File: src/rtl/ck_mem_pkg.sv
// Shared memory-subsystem constants: default bus geometry and the response owner encoding.
package ck_mem_pkg;

  localparam int DATA_WHITH = 32;
  localparam int DATA_SIZE  = 8;
  localparam int ADDR_WHITH = 10;

  // Owner of the SRAM response in the cycle after a grant.
  typedef logic [1:0] owner_t;

  localparam owner_t OWN_NONE = 2'b00;
  localparam owner_t OWN_IFU  = 2'b01;
  localparam owner_t OWN_LSU  = 2'b10;

endpackage

File: src/rtl/ram_arb_starve_cnt.sv
// Counts consecutive cycles the IFU has been denied the SRAM and flags when the
// IFU must be forced through ahead of the LSU.
module ram_arb_starve_cnt #(
  parameter int STARVE_LIMIT = 4
) (
  input  logic clk,
  input  logic rst,
  input  logic ifu_req_i,
  input  logic ifu_gnt_i,
  output logic force_ifu_o
);

  localparam int              CW    = $clog2(STARVE_LIMIT + 1);
  localparam logic [CW-1:0]   LIMIT = CW'(STARVE_LIMIT);

  logic [CW-1:0] cnt_q, cnt_d;

  // Next count: clear when IFU is served or idle, otherwise saturate at the limit.
  always_comb begin
    cnt_d = cnt_q;
    if (rst || ifu_gnt_i || !ifu_req_i) begin
      cnt_d = '0;
    end else if (cnt_q != LIMIT) begin
      cnt_d = cnt_q + CW'(1);
    end
  end

  // Counter register.
  always_ff @(posedge clk) begin
    if (rst) begin
      cnt_q <= '0;
    end else begin
      cnt_q <= cnt_d;
    end
  end

  assign force_ifu_o = (cnt_q == LIMIT);

endmodule

File: src/rtl/ram_arbiter.sv
// Arbitrates one single-port byte-write SRAM between the IFU and the LSU.
// LSU has fixed priority; the starvation counter forces an IFU grant after
// STARVE_LIMIT consecutive lost cycles. Read data returns one cycle after grant.
module ram_arbiter #(
  parameter int DATA_WHITH   = ck_mem_pkg::DATA_WHITH,
  parameter int DATA_SIZE    = ck_mem_pkg::DATA_SIZE,
  parameter int ADDR_WHITH   = ck_mem_pkg::ADDR_WHITH,
  parameter int DATA_BYTE    = DATA_WHITH / DATA_SIZE,
  parameter int STARVE_LIMIT = 4
) (
  input  logic                  clk,
  input  logic                  rst,
  input  logic                  ifu_req,
  input  logic [ADDR_WHITH-1:0] ifu_addr,
  output logic                  ifu_gnt,
  output logic                  ifu_rvalid,
  output logic [DATA_WHITH-1:0] ifu_rdata,
  input  logic                  lsu_req,
  input  logic [DATA_BYTE-1:0]  lsu_we,
  input  logic [ADDR_WHITH-1:0] lsu_addr,
  input  logic [DATA_WHITH-1:0] lsu_wdata,
  output logic                  lsu_gnt,
  output logic                  lsu_rvalid,
  output logic [DATA_WHITH-1:0] lsu_rdata,
  output logic                  ram_cs,
  output logic [DATA_BYTE-1:0]  ram_we,
  output logic [ADDR_WHITH-1:0] ram_addr,
  output logic [DATA_WHITH-1:0] ram_wdata,
  input  logic [DATA_WHITH-1:0] ram_rdata
);

  import ck_mem_pkg::*;

  logic   force_ifu;
  owner_t own_q, own_d;

  ram_arb_starve_cnt #(
    .STARVE_LIMIT(STARVE_LIMIT)
  ) u_starve (
    .clk        (clk),
    .rst        (rst),
    .ifu_req_i  (ifu_req),
    .ifu_gnt_i  (ifu_gnt),
    .force_ifu_o(force_ifu)
  );

  // Same-cycle grant: LSU wins unless the IFU is starving; nothing issues in reset.
  always_comb begin
    lsu_gnt = lsu_req & ~(ifu_req & force_ifu) & ~rst;
    ifu_gnt = ifu_req & ~lsu_gnt & ~rst;
  end

  // Drive the SRAM bus from the winner; idle bus is all zeros.
  always_comb begin
    ram_cs    = ifu_gnt | lsu_gnt;
    ram_we    = '0;
    ram_addr  = '0;
    ram_wdata = '0;
    if (lsu_gnt) begin
      ram_we    = lsu_we;
      ram_addr  = lsu_addr;
      ram_wdata = lsu_wdata;
    end else if (ifu_gnt) begin
      ram_addr  = ifu_addr;
    end
  end

  // Remember who was granted so the next-cycle SRAM data goes to the right port.
  always_comb begin
    own_d = OWN_NONE;
    if (ifu_gnt) own_d = OWN_IFU;
    if (lsu_gnt) own_d = OWN_LSU;
  end

  // Owner register.
  always_ff @(posedge clk) begin
    if (rst) begin
      own_q <= OWN_NONE;
    end else begin
      own_q <= own_d;
    end
  end

  // Steer the response; a response falling into a reset cycle is dropped.
  always_comb begin
    ifu_rvalid = (own_q == OWN_IFU) & ~rst;
    lsu_rvalid = (own_q == OWN_LSU) & ~rst;
    ifu_rdata  = ifu_rvalid ? ram_rdata : '0;
    lsu_rdata  = lsu_rvalid ? ram_rdata : '0;
  end

endmodule
File: config.mk
export PLATFORM = sky130hd
export DESIGN_NAME = ram_arbiter
export DESIGN_NICKNAME = d
export VERILOG_FILES = /design/src/rtl/ck_mem_pkg.sv /design/src/rtl/ram_arb_starve_cnt.sv /design/src/rtl/ram_arbiter.sv
export SDC_FILE = /design/constraint.sdc
export NUM_CORES = 1
export LEC_CHECK = 0
export CORE_AREA = 3 3 78 80
export DETAILED_ROUTE_END_ITERATION = 7
export DIE_AREA = 0 0 81 83
export DONT_BUFFER_PORTS = 1
export GPL_TIMING_DRIVEN = 0
export MAX_ROUTING_LAYER = met4
export PLACE_DENSITY_LB_ADDON = 0.3
export SYNTH_ARGS = -nofsm -noshare
export SYNTH_HDL_FRONTEND = slang
export SYNTH_SLANG_ARGS = --single-unit
File: constraint.sdc
create_clock -name clk -period 2.79 [get_ports clk]
set_input_delay 0.4185 -clock clk [delete_from_list [all_inputs] [get_ports clk]]
set_output_delay 0.4185 -clock clk [all_outputs]
set_load 0.01 [all_outputs]
# Word level (Yosys, flattened, before mapping)
# Index checks and enable logic that the tools add are counted.
# totals
register_bits	5
input_bits	92
out_inout_bits	115
elab_cells	32
# classes
bitwise	11
eq_ne	4
add_sub_neg	1
n_mux	8
reduce_logical	5
# ops
operator	count
two-way mux 32 bit	3
two-way mux 10 bit	2
bitwise AND 1 bit	7
two-way mux 4 bit	1
OR reduction 2 bit	2
adder 3 x 1 -> 3 bit (second input constant)	1
equality test 3 bit (second input constant)	1
!= test 3 bit (second input constant)	1
inverter 1 bit	3
equality test 2 x 1 -> 1 bit (second input constant)	1
equality test 2 bit (second input constant)	1
logical OR 1 bit	2
two-way mux 2 bit	1
logical NOT 1 bit	1
two-way mux 1 bit	1
OR 1 bit	1

# Logic depth before layout (Yosys ltp)
# depth
ltp_word	11
mapped_depth	6

# By module
# Synthesis repeated with hierarchy kept, for this count alone.
# unflattened
cells_unflattened	166
hier_area_um2	1139.8
# modules_own_cells
module	area_each_um2	cells_each	instances
ram_arbiter	969.7	148	1
ram_arb_starve_cnt	170.2	18	1

# Worst setup path after synthesis
# No wires, ideal clock.
# synth_path
path_kind	register to output
startpoint	register u_starve.cnt_q[0]
endpoint	output port ram_wdata[11]
stages_incl_launch_ff	6
path_buffers	1
t_arrival_ns	1.322
required_ns	2.372
path_slack_ns	1.049
path_cell_list	dfxtp_1 > inv_1 > ha_1 > and3_1 > clkbuf_1 > nor3b_1
# synth_via
elab_chain_cells	6
# synth_rtl
item	line	text
from (decl)	ram_arb_starve_cnt.sv:16	logic [CW-1:0] cnt_q, cnt_d;
from (signal assigned)	ram_arb_starve_cnt.sv:33	cnt_q <= cnt_d;
equality test 3 bit	ram_arb_starve_cnt.sv:37	assign force_ifu_o = (cnt_q == LIMIT);
bitwise AND 1 bit	ram_arbiter.sv:49	lsu_gnt = lsu_req & ~(ifu_req & force_ifu) & ~rst;
inverter 1 bit	ram_arbiter.sv:49	
bitwise AND 1 bit (2 in a row)	ram_arbiter.sv:49	
two-way mux 32 bit	ram_arbiter.sv:59	if (lsu_gnt) begin
to (decl)	ram_arbiter.sv:28	output logic [DATA_WHITH-1:0] ram_wdata,
# No other way between the ends.

# Worst setup path in the final report
# layout_path
startpoint	register u_starve.cnt_q[0]
endpoint	output port ram_wdata[17]
# Same word-level chain as after synthesis.

==> impl_metrics.env <==
export IMPL_synth_nets=271
export IMPL_area_growth_pct=9.836
export IMPL_slowest_delay_ps=440
export IMPL_cts_resized=0
export IMPL_grt_pass1_vias=1232
export IMPL_vias_per_cell=5.162
export IMPL_placed_cell_area_sq_um=1464
export IMPL_worst_slew_pin_slew_ps=448.0
export IMPL_p_leak_uw=0.0005321
export IMPL_powerDensity_nw_per_um2=226.0
export IMPL_critPathSlowestCell="nor3b_1"
export IMPL_finalHoldViolations=0
export IMPL_hold_buffers=0
export IMPL_grt_usage=0.1183
export IMPL_vias=1306
export IMPL_yosysUniqueCellTypes=21
export IMPL_clk_latency_ps=220
export IMPL_cts_root_buf="clkbuf_8"
export IMPL_wl_per_cell_microns=17.56
export IMPL_antenna_found_initial=1
export IMPL_layout_drive_gt1_share=0.1768
export IMPL_design_area_sq_um=1509
export IMPL_period_needed_ps=2129
export IMPL_critPathKind="reg2out"
export IMPL_cts_tree="built"
export IMPL_worst_hold_slack_ps=333.3
export IMPL_start_util=0.2510
export IMPL_drt_pass1_iter_count=4
export IMPL_grt_pass1_wl_microns=6313
export IMPL_grt_remaining_overflow=0
export IMPL_r2r_slack_ps=1430
export IMPL_maxCapViolations=0
export IMPL_diodes=0
export IMPL_core_area_sq_um=5473
export IMPL_fin_setup_tns_ps=0
export IMPL_maxSlewViolCount=0
export IMPL_required_ps=2370
export IMPL_htree_levels=1
export IMPL_dieArea_sq_um=6723
export IMPL_globalplace_congestion=0.7218
export IMPL_die_h_microns=83
export IMPL_setup_viol=0
export IMPL_crit_path_max_fanout=10
export IMPL_avgSynthCellArea_sq_um=7.762
export IMPL_cp_data_arrival_time_ps=1710
export IMPL_cp_cell_sequence="inv_1, ha_1, and3_1, clkbuf_1, nor3b_1"
export IMPL_ir_worst_vdd_uv=153.9
export IMPL_max_freq_mhz=469.6
export IMPL_hold_class="in2reg"
export IMPL_ios=207
export IMPL_rsz0062_at_grt="no"
export IMPL_drc=0
export IMPL_start_kind="flop"
export IMPL_drt_first_iter_violations=43
export IMPL_die_w_microns=81
export IMPL_yosysWarnings=0
export IMPL_grt_max_degree=11
export IMPL_portBuffers=0
export IMPL_status="finished clean"
export IMPL_slew_headroom=0.7007
export IMPL_clock_sinks=5
export IMPL_rows=27
export IMPL_p_total_uw=341.0
export IMPL_clockBufferDepth=2
export IMPL_synth_seq_cells=5
export IMPL_dpl_hpwl_microns=3893
export IMPL_fin_worst_skew_ps=2.323
export IMPL_synthCells=177
export IMPL_end_kind="output pin"
export IMPL_post_cts_repair_setup_buffers=0
export IMPL_ys_seq_area_frac=0.07286
export IMPL_fin_crit_sh=0.7632
export IMPL_cts_made_buffers=3
export IMPL_wirelength_microns=4442
export IMPL_path_clk_slew_ps=40
export IMPL_ant_nets=0
export IMPL_nets=276
export IMPL_syn_area_sq_um=1374
## routing by layer
metal,global-route usage,part of all wire,up-vias
met5,-,0,-
met1,0.1442,0.38,582
li1,-,-,607
met3,0.01844,0.10,4
met2,0.2016,0.51,113
met4,0.02765,0.0070,0
## critical path: cells and delay by family, from the launching register on
kind,cells,cell delay [ps]
adders and majority gates,1,220
and+or+nand+nor,2,650
DFF,1,350
buffers and inverters,2,270
## registers in the layout (all words and copies together), names as in the netlist
| name | flops |
|---|---|
| u_starve.cnt_q | 3 |
| own_q | 2 |
## through the flow
step	std cells	util	worst slack, ps
4_1_cts	253	0.2757	639.9
2_1_floorplan	177	-	1049
3_3_place_gp	249	0.2675	903.6
5_1_grt	253	0.2757	537.7
3_5_place_dp	249	0.2675	879.8
6_report	253	0.2757	660.7
## final timing paths
check                           cells after the start                           start                              to
worst max-delay path                                5  u_starve.cnt_q[0]$_SDFFE_PP0P_                   ram_wdata[17]
worst min-delay path                                2                         ifu_req  u_starve.cnt_q[2]$_SDFFE_PP0P_
worst max register to register                      4  u_starve.cnt_q[0]$_SDFFE_PP0P_  u_starve.cnt_q[2]$_SDFFE_PP0P_
worst min register to register                      1  u_starve.cnt_q[0]$_SDFFE_PP0P_  u_starve.cnt_q[0]$_SDFFE_PP0P_
## layout by cell type (no fill, tap or decap)
master and count:
nor3b_4 2, nor3b_2 8, nor2_1 6, clkbuf_8 3, dfxtp_1 5, or3b_2 1
nand3b_1 20, nand2b_1 2, buf_2 4, ha_1 2, buf_12 1, nand2b_4 1
a211oi_2 1, a21boi_2 1, clkbuf_1 6, o22ai_1 10, nor3b_1 29, and2_1 64
and3_1 1, buf_6 10, and4b_1 1, inv_1 3
## layout make-up
class	count	area, sq um
plain buffers	20	171.4
clock buffers	4	45.04
fillers	611	3964
inverters	3	11.26
multi-input cells	149	1091
flip-flops and latches	5	100.1
well taps	72	90.09
## cells in the mapped netlist, drive strengths merged
library cell	count	area, sq um
dfxtp	5	100.1
inv	3	11.26
a21boi	1	11.26
ha	2	25.02
nor2	6	22.52
a211oi	1	12.51
nand2b	3	26.27
nor3b	39	355.4
and3	1	6.260
and4b	1	10.01
and2	64	400.4
clkbuf	5	18.77
buf	15	152.7
nand3b	20	150.1
or3b	1	8.760
o22ai	10	62.56
## power by group
group          leakage (uW)  internal, uW  switching (uW)
combinational      0.000469          54.8            77.3
clock             0.0000228          98.0            34.9
sequential        0.0000409          74.1            1.87
total              0.000532           227             114
## kinds of logic after synthesis
| logic type | after synthesis | share of synthesized area |
|---|---|---|
| DFF | 5 | 0.07286 |
| AOI/OAI and AO/OA | 12 | 0.06284 |
| buffers and inverters | 23 | 0.1330 |
| adders and majority gates | 2 | 0.01821 |
| and+or+nand+nor | 135 | 0.7131 |
Power figures use the tool's default switching activity.
